**src/rtl/dm_arbiter_pkg.sv**
```systemverilog
// Shared types and default sizing for the two-master data-memory arbiter.
package dm_arb_pkg;

   localparam int DATA_SIZE      = 32;
   localparam int MEM_SIZE_BIT   = 12;
   localparam int DM_LATENCY_DEF = 3;
   localparam int CNT_W          = 8;

   typedef enum logic [1:0] {
      ST_IDLE  = 2'd0,
      ST_ISSUE = 2'd1,
      ST_WAIT  = 2'd2,
      ST_DONE  = 2'd3
   } state_e;

   // WAIT is entered with this count; DONE follows once it reaches zero.
   function automatic logic [CNT_W-1:0] wait_load(input int latency);
      return CNT_W'(latency - 2);
   endfunction

endpackage

```
**src/rtl/dm_arbiter_if.sv**
```systemverilog
// Bundles both master request channels and the data-memory command/response port.
interface dm_arbiter_if
   import dm_arb_pkg::*;
#(
   parameter int data_size    = DATA_SIZE,
   parameter int mem_size_bit = MEM_SIZE_BIT
);

   logic                    m0_req,   m1_req;
   logic                    m0_read,  m1_read;
   logic                    m0_write, m1_write;
   logic [mem_size_bit-1:0] m0_address, m1_address;
   logic [data_size-1:0]    m0_wdata, m1_wdata;
   logic [data_size-1:0]    m0_rdata, m1_rdata;
   logic                    m0_ack,   m1_ack;

   logic                    DM_enable, DM_read, DM_write;
   logic [mem_size_bit-1:0] DM_address;
   logic [data_size-1:0]    DM_in;
   logic [data_size-1:0]    DM_out;
   logic                    DM_ready;

   modport slave (
      input  m0_req, m0_read, m0_write, m0_address, m0_wdata,
      input  m1_req, m1_read, m1_write, m1_address, m1_wdata,
      output m0_rdata, m0_ack, m1_rdata, m1_ack,
      output DM_enable, DM_read, DM_write, DM_address, DM_in,
      input  DM_out, DM_ready
   );

   modport master (
      output m0_req, m0_read, m0_write, m0_address, m0_wdata,
      output m1_req, m1_read, m1_write, m1_address, m1_wdata,
      input  m0_rdata, m0_ack, m1_rdata, m1_ack,
      input  DM_enable, DM_read, DM_write, DM_address, DM_in,
      output DM_out, DM_ready
   );

endinterface

```
**src/rtl/dm_arbiter_rr_pick.sv**
```systemverilog
// Two-way round-robin pick: on contention the master not granted last wins.
module dm_rr_pick (
   input  logic [1:0] elig,
   input  logic       last_grant,
   output logic       grant_valid,
   output logic       grant_id
);

   always_comb begin
      grant_valid = |elig;
      grant_id    = 1'b0;
      if (elig == 2'b11) begin
         grant_id = ~last_grant;
      end else if (elig[1]) begin
         grant_id = 1'b1;
      end
   end

endmodule

```
**src/rtl/dm_arbiter.sv**
```systemverilog
// Arbitrates two masters onto a fixed-latency data memory, one transaction at a time.
module dm_arbiter
   import dm_arb_pkg::*;
#(
   parameter int data_size    = DATA_SIZE,
   parameter int mem_size_bit = MEM_SIZE_BIT,
   parameter int DM_LATENCY   = DM_LATENCY_DEF
) (
   input logic          clock,
   input logic          reset,
   dm_arbiter_if.slave  bus
);

   localparam logic [CNT_W-1:0] WAIT_LOAD = wait_load(DM_LATENCY);

   state_e                  state_q, state_d;
   logic                    gid_q, gid_d;
   logic                    last_q, last_d;
   logic                    op_read_q, op_read_d;
   logic [mem_size_bit-1:0] addr_q, addr_d;
   logic [data_size-1:0]    wdata_q, wdata_d;
   logic [CNT_W-1:0]        cnt_q, cnt_d;
   logic                    ack0_q, ack0_d, ack1_q, ack1_d;
   logic [data_size-1:0]    rdata0_q, rdata0_d, rdata1_q, rdata1_d;

   logic [1:0] elig;
   logic       grant_valid, grant_id;

   // A master is not eligible during its own ack cycle, so a held request is not re-granted twice.
   assign elig[0] = bus.m0_req & (bus.m0_read | bus.m0_write) & ~ack0_q;
   assign elig[1] = bus.m1_req & (bus.m1_read | bus.m1_write) & ~ack1_q;

   dm_rr_pick u_pick (
      .elig        (elig),
      .last_grant  (last_q),
      .grant_valid (grant_valid),
      .grant_id    (grant_id)
   );

   always_ff @(posedge clock or negedge reset) begin
      if (!reset) begin
         state_q   <= ST_IDLE;
         gid_q     <= 1'b0;
         last_q    <= 1'b1;
         op_read_q <= 1'b0;
         addr_q    <= '0;
         wdata_q   <= '0;
         cnt_q     <= '0;
         ack0_q    <= 1'b0;
         ack1_q    <= 1'b0;
         rdata0_q  <= '0;
         rdata1_q  <= '0;
      end else begin
         state_q   <= state_d;
         gid_q     <= gid_d;
         last_q    <= last_d;
         op_read_q <= op_read_d;
         addr_q    <= addr_d;
         wdata_q   <= wdata_d;
         cnt_q     <= cnt_d;
         ack0_q    <= ack0_d;
         ack1_q    <= ack1_d;
         rdata0_q  <= rdata0_d;
         rdata1_q  <= rdata1_d;
      end
   end

   always_comb begin
      state_d   = state_q;
      gid_d     = gid_q;
      last_d    = last_q;
      op_read_d = op_read_q;
      addr_d    = addr_q;
      wdata_d   = wdata_q;
      cnt_d     = cnt_q;
      ack0_d    = 1'b0;
      ack1_d    = 1'b0;
      rdata0_d  = rdata0_q;
      rdata1_d  = rdata1_q;

      case (state_q)
         ST_IDLE: begin
            if (grant_valid) begin
               gid_d   = grant_id;
               last_d  = grant_id;
               state_d = ST_ISSUE;
               if (grant_id) begin
                  op_read_d = bus.m1_read;
                  addr_d    = bus.m1_address;
                  wdata_d   = bus.m1_wdata;
               end else begin
                  op_read_d = bus.m0_read;
                  addr_d    = bus.m0_address;
                  wdata_d   = bus.m0_wdata;
               end
            end
         end
         ST_ISSUE: begin
            cnt_d   = WAIT_LOAD;
            state_d = ST_WAIT;
         end
         ST_WAIT: begin
            if (cnt_q == '0) begin
               state_d = ST_DONE;
            end else begin
               cnt_d = cnt_q - 1'b1;
            end
         end
         ST_DONE: begin
            // Writes complete unconditionally; reads hold here until the memory reports ready.
            if (!op_read_q || bus.DM_ready) begin
               ack0_d  = ~gid_q;
               ack1_d  = gid_q;
               state_d = ST_IDLE;
               if (op_read_q && !gid_q) rdata0_d = bus.DM_out;
               if (op_read_q &&  gid_q) rdata1_d = bus.DM_out;
            end
         end
         default: state_d = ST_IDLE;
      endcase
   end

   assign bus.DM_enable  = (state_q == ST_ISSUE);
   assign bus.DM_read    = (state_q == ST_ISSUE) &  op_read_q;
   assign bus.DM_write   = (state_q == ST_ISSUE) & ~op_read_q;
   assign bus.DM_address = addr_q;
   assign bus.DM_in      = wdata_q;
   assign bus.m0_ack     = ack0_q;
   assign bus.m1_ack     = ack1_q;
   assign bus.m0_rdata   = rdata0_q;
   assign bus.m1_rdata   = rdata1_q;

endmodule

```
**src/flat_wrapper.sv**
```systemverilog
// flat-port wrapper written by rule: the top's interface ports become plain ports
module dm_arbiter_flat import dm_arb_pkg::*;
#(
   parameter int data_size    = DATA_SIZE,
   parameter int mem_size_bit = MEM_SIZE_BIT,
   parameter int DM_LATENCY   = DM_LATENCY_DEF
)
  (clock, reset, bus_m0_req, bus_m0_read, bus_m0_write, bus_m0_address, bus_m0_wdata, bus_m1_req, bus_m1_read, bus_m1_write, bus_m1_address, bus_m1_wdata, bus_m0_rdata, bus_m0_ack, bus_m1_rdata, bus_m1_ack, bus_DM_enable, bus_DM_read, bus_DM_write, bus_DM_address, bus_DM_in, bus_DM_out, bus_DM_ready);
  dm_arbiter_if #(.data_size(data_size), .mem_size_bit(mem_size_bit)) bus_i ();
  input logic clock;
  input logic reset;
  input wire logic [$bits(bus_i.m0_req)-1:0] bus_m0_req;
  input wire logic [$bits(bus_i.m0_read)-1:0] bus_m0_read;
  input wire logic [$bits(bus_i.m0_write)-1:0] bus_m0_write;
  input wire logic [$bits(bus_i.m0_address)-1:0] bus_m0_address;
  input wire logic [$bits(bus_i.m0_wdata)-1:0] bus_m0_wdata;
  input wire logic [$bits(bus_i.m1_req)-1:0] bus_m1_req;
  input wire logic [$bits(bus_i.m1_read)-1:0] bus_m1_read;
  input wire logic [$bits(bus_i.m1_write)-1:0] bus_m1_write;
  input wire logic [$bits(bus_i.m1_address)-1:0] bus_m1_address;
  input wire logic [$bits(bus_i.m1_wdata)-1:0] bus_m1_wdata;
  output wire logic [$bits(bus_i.m0_rdata)-1:0] bus_m0_rdata;
  output wire logic [$bits(bus_i.m0_ack)-1:0] bus_m0_ack;
  output wire logic [$bits(bus_i.m1_rdata)-1:0] bus_m1_rdata;
  output wire logic [$bits(bus_i.m1_ack)-1:0] bus_m1_ack;
  output wire logic [$bits(bus_i.DM_enable)-1:0] bus_DM_enable;
  output wire logic [$bits(bus_i.DM_read)-1:0] bus_DM_read;
  output wire logic [$bits(bus_i.DM_write)-1:0] bus_DM_write;
  output wire logic [$bits(bus_i.DM_address)-1:0] bus_DM_address;
  output wire logic [$bits(bus_i.DM_in)-1:0] bus_DM_in;
  input wire logic [$bits(bus_i.DM_out)-1:0] bus_DM_out;
  input wire logic [$bits(bus_i.DM_ready)-1:0] bus_DM_ready;
  assign bus_i.m0_req = bus_m0_req;
  assign bus_i.m0_read = bus_m0_read;
  assign bus_i.m0_write = bus_m0_write;
  assign bus_i.m0_address = bus_m0_address;
  assign bus_i.m0_wdata = bus_m0_wdata;
  assign bus_i.m1_req = bus_m1_req;
  assign bus_i.m1_read = bus_m1_read;
  assign bus_i.m1_write = bus_m1_write;
  assign bus_i.m1_address = bus_m1_address;
  assign bus_i.m1_wdata = bus_m1_wdata;
  assign bus_m0_rdata = bus_i.m0_rdata;
  assign bus_m0_ack = bus_i.m0_ack;
  assign bus_m1_rdata = bus_i.m1_rdata;
  assign bus_m1_ack = bus_i.m1_ack;
  assign bus_DM_enable = bus_i.DM_enable;
  assign bus_DM_read = bus_i.DM_read;
  assign bus_DM_write = bus_i.DM_write;
  assign bus_DM_address = bus_i.DM_address;
  assign bus_DM_in = bus_i.DM_in;
  assign bus_i.DM_out = bus_DM_out;
  assign bus_i.DM_ready = bus_DM_ready;
  dm_arbiter #(.data_size(data_size), .mem_size_bit(mem_size_bit), .DM_LATENCY(DM_LATENCY)) u_core (.clock(clock), .reset(reset), .bus(bus_i));
endmodule
```
**config.mk**
```make
export PLATFORM = sky130hd
export DESIGN_NAME = dm_arbiter_flat
export DESIGN_NICKNAME = d
export VERILOG_FILES = /design/src/rtl/dm_arbiter_pkg.sv /design/src/rtl/dm_arbiter_if.sv /design/src/rtl/dm_arbiter_rr_pick.sv /design/src/rtl/dm_arbiter.sv /design/src/flat_wrapper.sv
export SDC_FILE = /design/constraint.sdc
export NUM_CORES = 1
export LEC_CHECK = 0
export ABC_CLOCK_PERIOD_IN_PS = 2200
export CELL_PAD_IN_SITES_DETAIL_PLACEMENT = 1
export CELL_PAD_IN_SITES_GLOBAL_PLACEMENT = 2
export CORE_UTILIZATION = 28
export CTS_BUF_LIST = sky130_fd_sc_hd__clkbuf_16
export DETAILED_ROUTE_END_ITERATION = 10
export HOLD_SLACK_MARGIN = 0.08
export PLACE_DENSITY = 0.89
export SLEW_MARGIN = 40
export SYNTH_ARGS = -nofsm -noshare
export SYNTH_HDL_FRONTEND = slang
export SYNTH_SLANG_ARGS = --single-unit
```
**constraint.sdc**
```tcl
create_clock -name clock -period 2.2 [get_ports clock]
set_input_delay 0.22 -clock clock [delete_from_list [all_inputs] [get_ports clock]]
set_output_delay 0.22 -clock clock [all_outputs]
set_load 0.02 [all_outputs]
```
; Word level (Yosys, flattened, before mapping)
; Cells that the tools add are included.
[word_totals]
reg_bits = 123
input_bits = 129
wordCells = 62
[op_classes]
addsub = 1
n_eq_ne = 8
n_mux = 15
bitwise = 13
n_reduce_logical = 14
[ops]
columns = cell, n
row1 = 2-to-1 mux 32 bit, 1
row2 = one-hot mux 8 bit (2 select lines), 1
row3 = 2-to-1 mux 12 bit, 1
row4 = AND reduction 3 bit, 3
row5 = zero test 8 bit, 1
row6 = 2-to-1 mux 8 bit, 1
row7 = one-hot mux 2 bit (4 select lines), 1
row8 = subtractor 8 x 1 -> 8 bit (second input constant), 1
row9 = 2-to-1 mux 1 bit, 7
row10 = bitwise AND 1 bit, 6
row11 = == test 2 bit (second input constant), 3
row12 = 2-to-1 mux 2 bit, 3
row13 = != test 2 x 1 -> 1 bit (second input constant), 3
row14 = NOT 1 bit, 5
row15 = AND reduction 2 bit, 2
row16 = == test 2 x 1 -> 1 bit (second input constant), 1
row17 = logical AND 1 bit, 2
row18 = zero test 1 bit, 2
row19 = zero test 2 bit, 1
row20 = != test 2 bit (second input constant), 1
row21 = OR 1 bit, 2
row22 = nonzero test 2 bit, 1
row23 = OR reduction 2 bit, 1
row24 = logical OR 1 bit, 1

; Depth between registers and ports, before layout
; Gate-level depths: netlist of the first run.
[depth]
word_depth = 6
ltp_mapped = 6

; By module
; From an unflattened synthesis of the first run, not the netlist that was laid out.
[unflattened]
hier_cells = 414
area_unflattened_um2 = 5192.5
[modules_own_cells]
columns = mod, instances, cells_per_inst, area_per_inst_um2, seq_area_each_um2
row1 = dm_arbiter, 1, 412, 5178.7, 3079.2
row2 = dm_rr_pick, 1, 2, 13.8, 0.0

; Worst setup path before layout of the first run
; No wires, ideal clock.
[synth_timing]
kind = flip-flop to flip-flop
startpoint = register u_core.ack1_q (netlist: u_core.bus.m1_ack)
endpoint = register u_core.addr_q[10] (netlist: u_core.bus.DM_address[10])
arrival_ps = 1757
setup_slack_ps = 318
path_stages_with_launch = 7
path_buffers = 2
period_less_slack_ps = 1882
path_cell_list = dfrtp_1 > nand2b_4 > a311o_1 > buf_6 > buf_12 > mux2_4 > mux2_4
[synth_between]
elab_chain_cells = 5
elab_cells_between_ends = 8
[synth_lines]
columns = element, line_no
row1 = from (decl), dm_arbiter.sv:23  ; logic ack0_q, ack0_d, ack1_q, ack1_d;
row2 = from (signal assigned), dm_arbiter.sv:62  ; ack1_q <= ack1_d;
row3 = NOT 1 bit (*), dm_arbiter.sv:31  ; assign elig[1] = bus.m1_req & (bus.m1_read | bus.m1_write) & ~ack1_q;
row4 = bitwise AND 1 bit (*), dm_arbiter.sv:31
row5 = == test 2 bit or 2-to-1 mux 1 bit (tied branches), "dm_arbiter_rr_pick.sv:12, dm_arbiter_rr_pick.sv:14"
row6 = 2-to-1 mux 1 bit, dm_arbiter_rr_pick.sv:12  ; if (elig == 2'b11) begin
row7 = 2-to-1 mux 12 bit, dm_arbiter.sv:87  ; if (grant_id) begin
row8 = to (signal assigned), dm_arbiter.sv:58  ; addr_q <= addr_d;
row9 = to (decl), dm_arbiter.sv:20  ; logic [mem_size_bit-1:0] addr_q, addr_d;
; Mark *: on every way between the ends. The rest lies on a longest branch, timed or not.
; A chain may end at the register's enable or synchronous reset.

; Worst setup path after layout of the first run
[layout_timing]
startpoint = register u_core.state_q[1]
endpoint = output port bus_DM_enable
[layout_between]
elab_chain_cells = 1
[layout_lines]
columns = element, line_no
row1 = from (decl), dm_arbiter.sv:16  ; state_e state_q, state_d;
row2 = from (signal assigned), dm_arbiter.sv:54  ; state_q <= state_d;
row3 = == test 2 x 1 -> 1 bit, dm_arbiter.sv:123  ; assign bus.DM_enable = (state_q == ST_ISSUE);
row4 = to (decl), flat_wrapper.sv:26  ; output wire logic [$bits(bus_i.DM_enable)-1:0] bus_DM_enable;
; Every way passes these cells.

==> results of run 1 <==
worst max-delay path, stage by stage, from the launching register on:
cell,delay [ps]
dfrtp_1,410
inv_1,120
ha_2,260
clkdlybuf4s50_1,630
repair_timing:
| action | 4_1_cts | 5_1_grt |
|---|---|---|
| endpoints found under the setup margin | 2 | 1 |
| hold buffers | 1 | 0 |
| hold endpoints to repair | 122 | 0 |
| gates resized for setup | 2 | 1 |
layer usage:
metal	share of wire (%)	track usage [%]	routed length, um	vias up
met1	42	19.1	6840	2046
met2	49	27.4	8070	180
li1	-	-	-	1814
met4	0.86	3.62	141	2
met5	0.079	0	13	-
met3	8.5	7.20	1400	17
how the worst max path moves through the flow:
stage                 startpoint                        end  slack, ps
6_report       u_core.state_q[1]              bus_DM_enable        160
3_5_place_dp        bus_m0_write   u_core.bus.DM_address[5]        -50
4_1_cts        u_core.state_q[1]                bus_DM_read          5
5_1_grt        u_core.state_q[1]              bus_DM_enable         70
3_3_place_gp        bus_m0_write        u_core.bus.DM_in[6]        -30
2_1_floorplan  u_core.bus.m1_ack  u_core.bus.DM_address[10]        320
area by class of cell:
cell class / count / area [um2]
multi-input combinational: 219 / 2470
clock buffer: 17 / 425
fill: 1963 / 10700
sequential: 123 / 3080
clock inverter: 14 / 123
inverter: 7 / 26.3
timing repair buffer: 252 / 2600
tap: 265 / 332
kinds of logic after synthesis:
family                     Yosys count
AOI/OAI and AO/OA                   11
muxes                              162
and+or+nand+nor                     39
buffers and inverters               23
adders and majority gates            7
DFF                                123
power by group:
group | total, W | internal (W) | switching [W]
Clock | 0.00262 | 0.00155 | 0.00108
Sequential | 0.00409 | 0.00340 | 0.000685
Combinational | 0.00677 | 0.00375 | 0.00301
Yosys cell counts (all sizes together):
cell type,instances
o21a,1
nand4,1
dfrtp,122
mux2i,7
nor2,10
buf,16
ha,7
nand2,11
and3,2
a311oi,1
and2,1
or2,1
o221ai,1
mux2,155
nand2b,3
nand3,2
nor2b,3
dfstp,1
a31oi,2
nand3b,2
a21oi,3
nor3,2
nor4,1
o22ai,2
a311o,1
inv,7
flip-flops by register name (all words and copies together) (netlist names):
register and cells:
u_core.last_q 1, u_core.gid_q 1, u_core.bus.m0_rdata 32, u_core.bus.m1_ack 1, u_core.cnt_q 8, u_core.op_read_q 1
u_core.bus.DM_in 32, u_core.bus.m1_rdata 32, u_core.state_q 2, u_core.bus.DM_address 12, u_core.bus.m0_ack 1
stage by stage:
| stage | setup slack (ps) | utilization, % | setup TNS [ps] | instance area [um2] | hold slack (ps) |
|---|---|---|---|---|---|
| detailed placement | -48.5 | 43.1 | -673 | 8490 | 268 |
| CTS | 5.11 | 45.9 | 0 | 9050 | 383 |
| global placement | -27.7 | 43.1 | -789 | 8490 | 251 |
| global route | 69.8 | 45.9 | 0 | 9050 | 391 |
| finish | 162 | 45.9 | 0 | 9050 | 389 |
| floorplan | 318 | - | 0 | 5720 | -75.6 |
==> impl_metrics.csv, run 1 <==
group,metric,value,unit
sta,worst_pin_slew,438,ps
clock_network,clock_path_buffers,2,
placed_design,gp_congestion,0.839,
floorplanning,die_y,145,um
synthesis,yosys.area_share.simple,3.43,%
worst_setup_path,rr_endpoint,"u_core.bus.DM_address[5]",
placed_design,port-buffer-count,241,
floorplanning,initial_core_util,29.0,%
power_and_ir_drop,power,0.0135,W
final_layout,layout_commonest_cell,"clkdlybuf4s50_1",
synthesis,synth_top_area_share,53.4,%
worst_setup_path,rr_worst_depth,5,
worst_setup_path,path_class,"reg -> out",
detailed_routing,num_vias,4059,
power_and_ir_drop,p_per_area,1490,nW/um2
sta,clock_skew,17.5,ps
detailed_routing,wl_per_cell,18.4,um
final_layout,layout_common_cells,"clkdlybuf4s50_1 (238), dfrtp_1 (122), mux2_4 (78), mux2_2 (77), clkbuf_16 (17)",
synthesis,synth_compound_area_share,1.31,%
status,run_status,"completed",
synthesis,yosysUniqueCellTypes,30,
synthesis,yosysTopAreaCell,"dfrtp_1",
worst_setup_path,reg2reg_slack,340,ps
power_and_ir_drop,peakVddDrop,0.000553,V
clock_network,path_clk_slew,60,ps
worst_setup_path,critPathRequiredTime,1980,ps
min_path,hold_path.class,"in -> async",
final_layout,area_delta_synth_final,58.3,%
clock_network,cts.sinks,123,
grt,grt.overflow.total,0,
synthesis,synth_area,5720,um2
placed_design,dp_cells,865,
final_layout,fin_nets,756,
clock_network,clock-root-buffer,"clkbuf_16",
synthesis,avgSynthCellArea,15.7,um2
detailed_routing,ant_nets,0,
floorplanning,num_rows,51,
detailed_routing,drt_wl_total,16500,um
sta,slew_headroom,70.5,%
detailed_routing,drt_iter0_markers,106,
detailed_routing,drc,0,
grt,antenna_found_initial,1,
worst_setup_path,end_kind,"output pin",
grt,grt_max_degree,64,
power_and_ir_drop,leakagePower,3.99,nW
synthesis,synth-adder-area-share,1.53,%
run,max_cap_violations,0,
sta,setup_viol,0,
clock_network,numCtsBuffers,17,
synthesis,synthMuxAreaShare,36.9,%
clock_network,post_cts_buffers,0,
floorplanning,die_w,145,um
grt,grt_usage,16.3,%
synthesis,syn_inst,365,
sta,fmax,491,MHz
synthesis,seq_area_frac_synth,53.8,%
synthesis,synth_xor_area_share,0,%
worst_setup_path,r2r_start,"u_core.bus.m1_ack",
worst_setup_path,worst_ep_arrival_time,1820,ps
floorplanning,io_pins,242,
grt,grt_pass1_wl,26500,um
sta,rsz0062_at_grt,"false",
clock_network,clkLatencyLatePin,420,ps
final_layout,final_cells,897,
sta,fin_crit,2040,ps
synthesis,synth_top_family_by_area,"multiplexers",
sta,hold_viol,0,
synthesis,ys_ff_latch,123,
worst_setup_path,critPathMaxFanout,6,
grt,grt_pass1_vias,4624,
clock_network,h-tree-depth,4,
clock_network,cts_tree,"yes",
sta,finalMaxSlewViolations,0,
synthesis,netlist_top_cells_area,"dfrtp_1 (53%), mux2_4 (20%), mux2_2 (15%)",
floorplanning,fp.dieArea,21000,um2
final_layout,drive_above_1_share,31.8,%
sta,period_share,92.6,%
synthesis,yosys_warnings,0,
synthesis,syn_nets,501,
floorplanning,core-area,19700,um2
worst_setup_path,startpoint_type,"flop",
final_layout,diodes,0,
detailed_routing,dr.pass1.iters,4,
placed_design,dp_hpwl,12200,um
detailed_routing,vias_per_cell,4.53,
Note: power is estimated with default switching activity, not from simulation.
==> run 2, diff against run 1 <==
--- a/config.mk
+++ b/config.mk
@@ -13,6 +13,7 @@
 export DETAILED_ROUTE_END_ITERATION = 10
 export HOLD_SLACK_MARGIN = 0.08
 export PLACE_DENSITY = 0.89
+export REMOVE_ABC_BUFFERS = 1
 export SLEW_MARGIN = 40
 export SYNTH_ARGS = -nofsm -noshare
 export SYNTH_HDL_FRONTEND = slang
==> impl_metrics.csv, run 2 (synthesis results as in run 1) <==
group,metric,value,unit
status,run_status,"completed",
worst_setup_path,critPathRequiredTime,1980,ps
placed_design,dp_cells,865,
detailed_routing,drt_iter0_markers,144,
floorplanning,fp.dieArea,21000,um2
detailed_routing,dr.pass1.iters,4,
final_layout,drive_above_1_share,32.1,%
final_layout,layout_common_cells,"clkdlybuf4s50_1 (238), dfrtp_1 (122), mux2_4 (78), mux2_2 (77), clkbuf_16 (17)",
power_and_ir_drop,power_switching,0.00481,W
worst_setup_path,path_class,"reg -> out",
grt,grt_pass1_vias,4680,
power_and_ir_drop,p_comb_share,49.4,%
power_and_ir_drop,swShare,35.6,%
grt,antenna_found_initial,0,
power_and_ir_drop,power,0.0135,W
grt,grt_usage,16.0,%
worst_setup_path,end_kind,"output pin",
detailed_routing,drc,0,
sta,rsz0062_at_grt,"false",
sta,finalMaxSlewViolations,0,
detailed_routing,drt_wl_total,16000,um
sta,fin_crit,2010,ps
final_layout,area_delta_synth_final,58.4,%
power_and_ir_drop,p_clk_share,20.3,%
final_layout,diodes,0,
clock_network,h-tree-depth,4,
clock_network,cts.sinks,123,
grt,grt_max_degree,54,
min_path,hold_path.class,"in -> async",
worst_setup_path,worst_ep_arrival_time,1790,ps
sta,period_share,91.5,%
detailed_routing,vias_per_cell,4.45,
sta,worst_pin_slew,460,ps
detailed_routing,ant_nets,0,
worst_setup_path,critPathMaxFanout,6,
grt,grt.overflow.total,0,
worst_setup_path,rr_worst_depth,5,
clock_network,numCtsBuffers,17,
clock_network,clkLatencyLatePin,410,ps
placed_design,place_ws,-74.0,ps
power_and_ir_drop,p_per_area,1490,nW/um2
detailed_routing,num_vias,3996,
power_and_ir_drop,peakVddDrop,0.000638,V
floorplanning,initial_core_util,29.0,%
clock_network,clock-root-buffer,"clkbuf_16",
floorplanning,core-area,19700,um2
detailed_routing,wl_per_cell,17.8,um
run,max_cap_violations,0,
floorplanning,die_w,145,um
power_and_ir_drop,p_int,0.00871,W
power_and_ir_drop,p_seq_share,30.3,%
final_layout,final_cells,898,
clock_network,cts_tree,"yes",
power_and_ir_drop,leakagePower,4.00,nW
sta,slew_headroom,69.3,%
sta,layout_setup_ws,187,ps
floorplanning,die_y,145,um
floorplanning,io_pins,242,
clock_network,clock_path_buffers,2,
final_layout,fin_nets,756,
clock_network,path_clk_slew,60,ps
sta,fmax,497,MHz
placed_design,port-buffer-count,241,
final_layout,layout_commonest_cell,"clkdlybuf4s50_1",
sta,clock_skew,10.6,ps
worst_setup_path,startpoint_type,"flop",
floorplanning,num_rows,51,
placed_design,gp_congestion,0.776,
sta,setup_viol,0,
grt,grt_pass1_wl,26100,um
sta,hold_viol,0,
placed_design,dp_hpwl,12000,um
==> run 2: power groups by stage <==
| stage | clock [W] | combinational, W | sequential (W) |
|---|---|---|---|
| floorplan | 0 | 0.00253 | 0.00524 |
| global placement | 0 | 0.00657 | 0.00405 |
| detailed placement | 0 | 0.00678 | 0.00412 |
| CTS | 0.00284 | 0.00679 | 0.00411 |
| global route | 0.00293 | 0.00709 | 0.00425 |
| finish | 0.00274 | 0.00669 | 0.00409 |
==> run 2: path summary, 6_finish.rpt <==
| check | startpoint | endpoint | slack [ps] |
|---|---|---|---|
| setup / recovery | u_core.state_q[1] | bus_DM_enable | 190 |
| min in group clock | bus_DM_out[20] | u_core.bus.m1_rdata[20] | 450 |
| setup reg to reg | u_core.bus.m1_ack | u_core.bus.DM_in[13] | 300 |
| hold reg to reg | u_core.cnt_q[6] | u_core.cnt_q[6] | 480 |
| hold / removal | reset | u_core.bus.m1_rdata[28] | 330 |
| max in group asynchronous | reset | u_core.bus.DM_in[12] | 1220 |
==> run 2: repair_timing <==
item                                   in CTS  in global routing
cloned                                      0                  0
hold buffers                                1                  0
setup buffers                               0                  0
resized for setup                           2                  1
endpoints found under the hold margin      29                  0
setup endpoints to repair                   2                  1
pin swaps                                   0                  0
==> run 2: per-stage QoR <==
step                      hold WS (ps)  util (%)  cell area, um2  setup TNS [ps]
after global routing               358      45.9            9060               0
final                              330      45.9            9060               0
after floorplan                  -75.6         -            5570          -43290
after global placement             190      42.9            8470           -1430
after detailed placement           207      42.9            8470           -1910
after CTS                          298      45.9            9060               0
==> run 2: final cells by class <==
cell class,count,area (um2)
inverter,7,26.3
tap,265,332
sequential,123,3080
multi-input combinational,219,2470
fill,1982,10700
clock inverter,15,153
timing repair buffer,252,2570
clock buffer,17,425
==> run 2: layer usage <==
metal,vias up,global-route usage [%],routed length [um]
met3,14,5.75,1360
met4,0,4.63,160
met1,1983,17.6,6260
met5,-,0,0
li1,1812,-,-
met2,187,28.5,8180
==> run 2: critical path: stages, from the launching register on <==
cell and delay (ps):
dfrtp_1 410, inv_1 120, ha_2 240, clkdlybuf4s50_1 620
==> run 3, diff against run 2 <==
--- a/config.mk
+++ b/config.mk
@@ -11,7 +11,6 @@
 export CORE_UTILIZATION = 28
 export CTS_BUF_LIST = sky130_fd_sc_hd__clkbuf_16
 export DETAILED_ROUTE_END_ITERATION = 10
-export HOLD_SLACK_MARGIN = 0.08
 export PLACE_DENSITY = 0.89
 export REMOVE_ABC_BUFFERS = 1
 export SLEW_MARGIN = 40
==> results of run 3 <==
Final layout, timing and power as in run 2 (identical DEF).
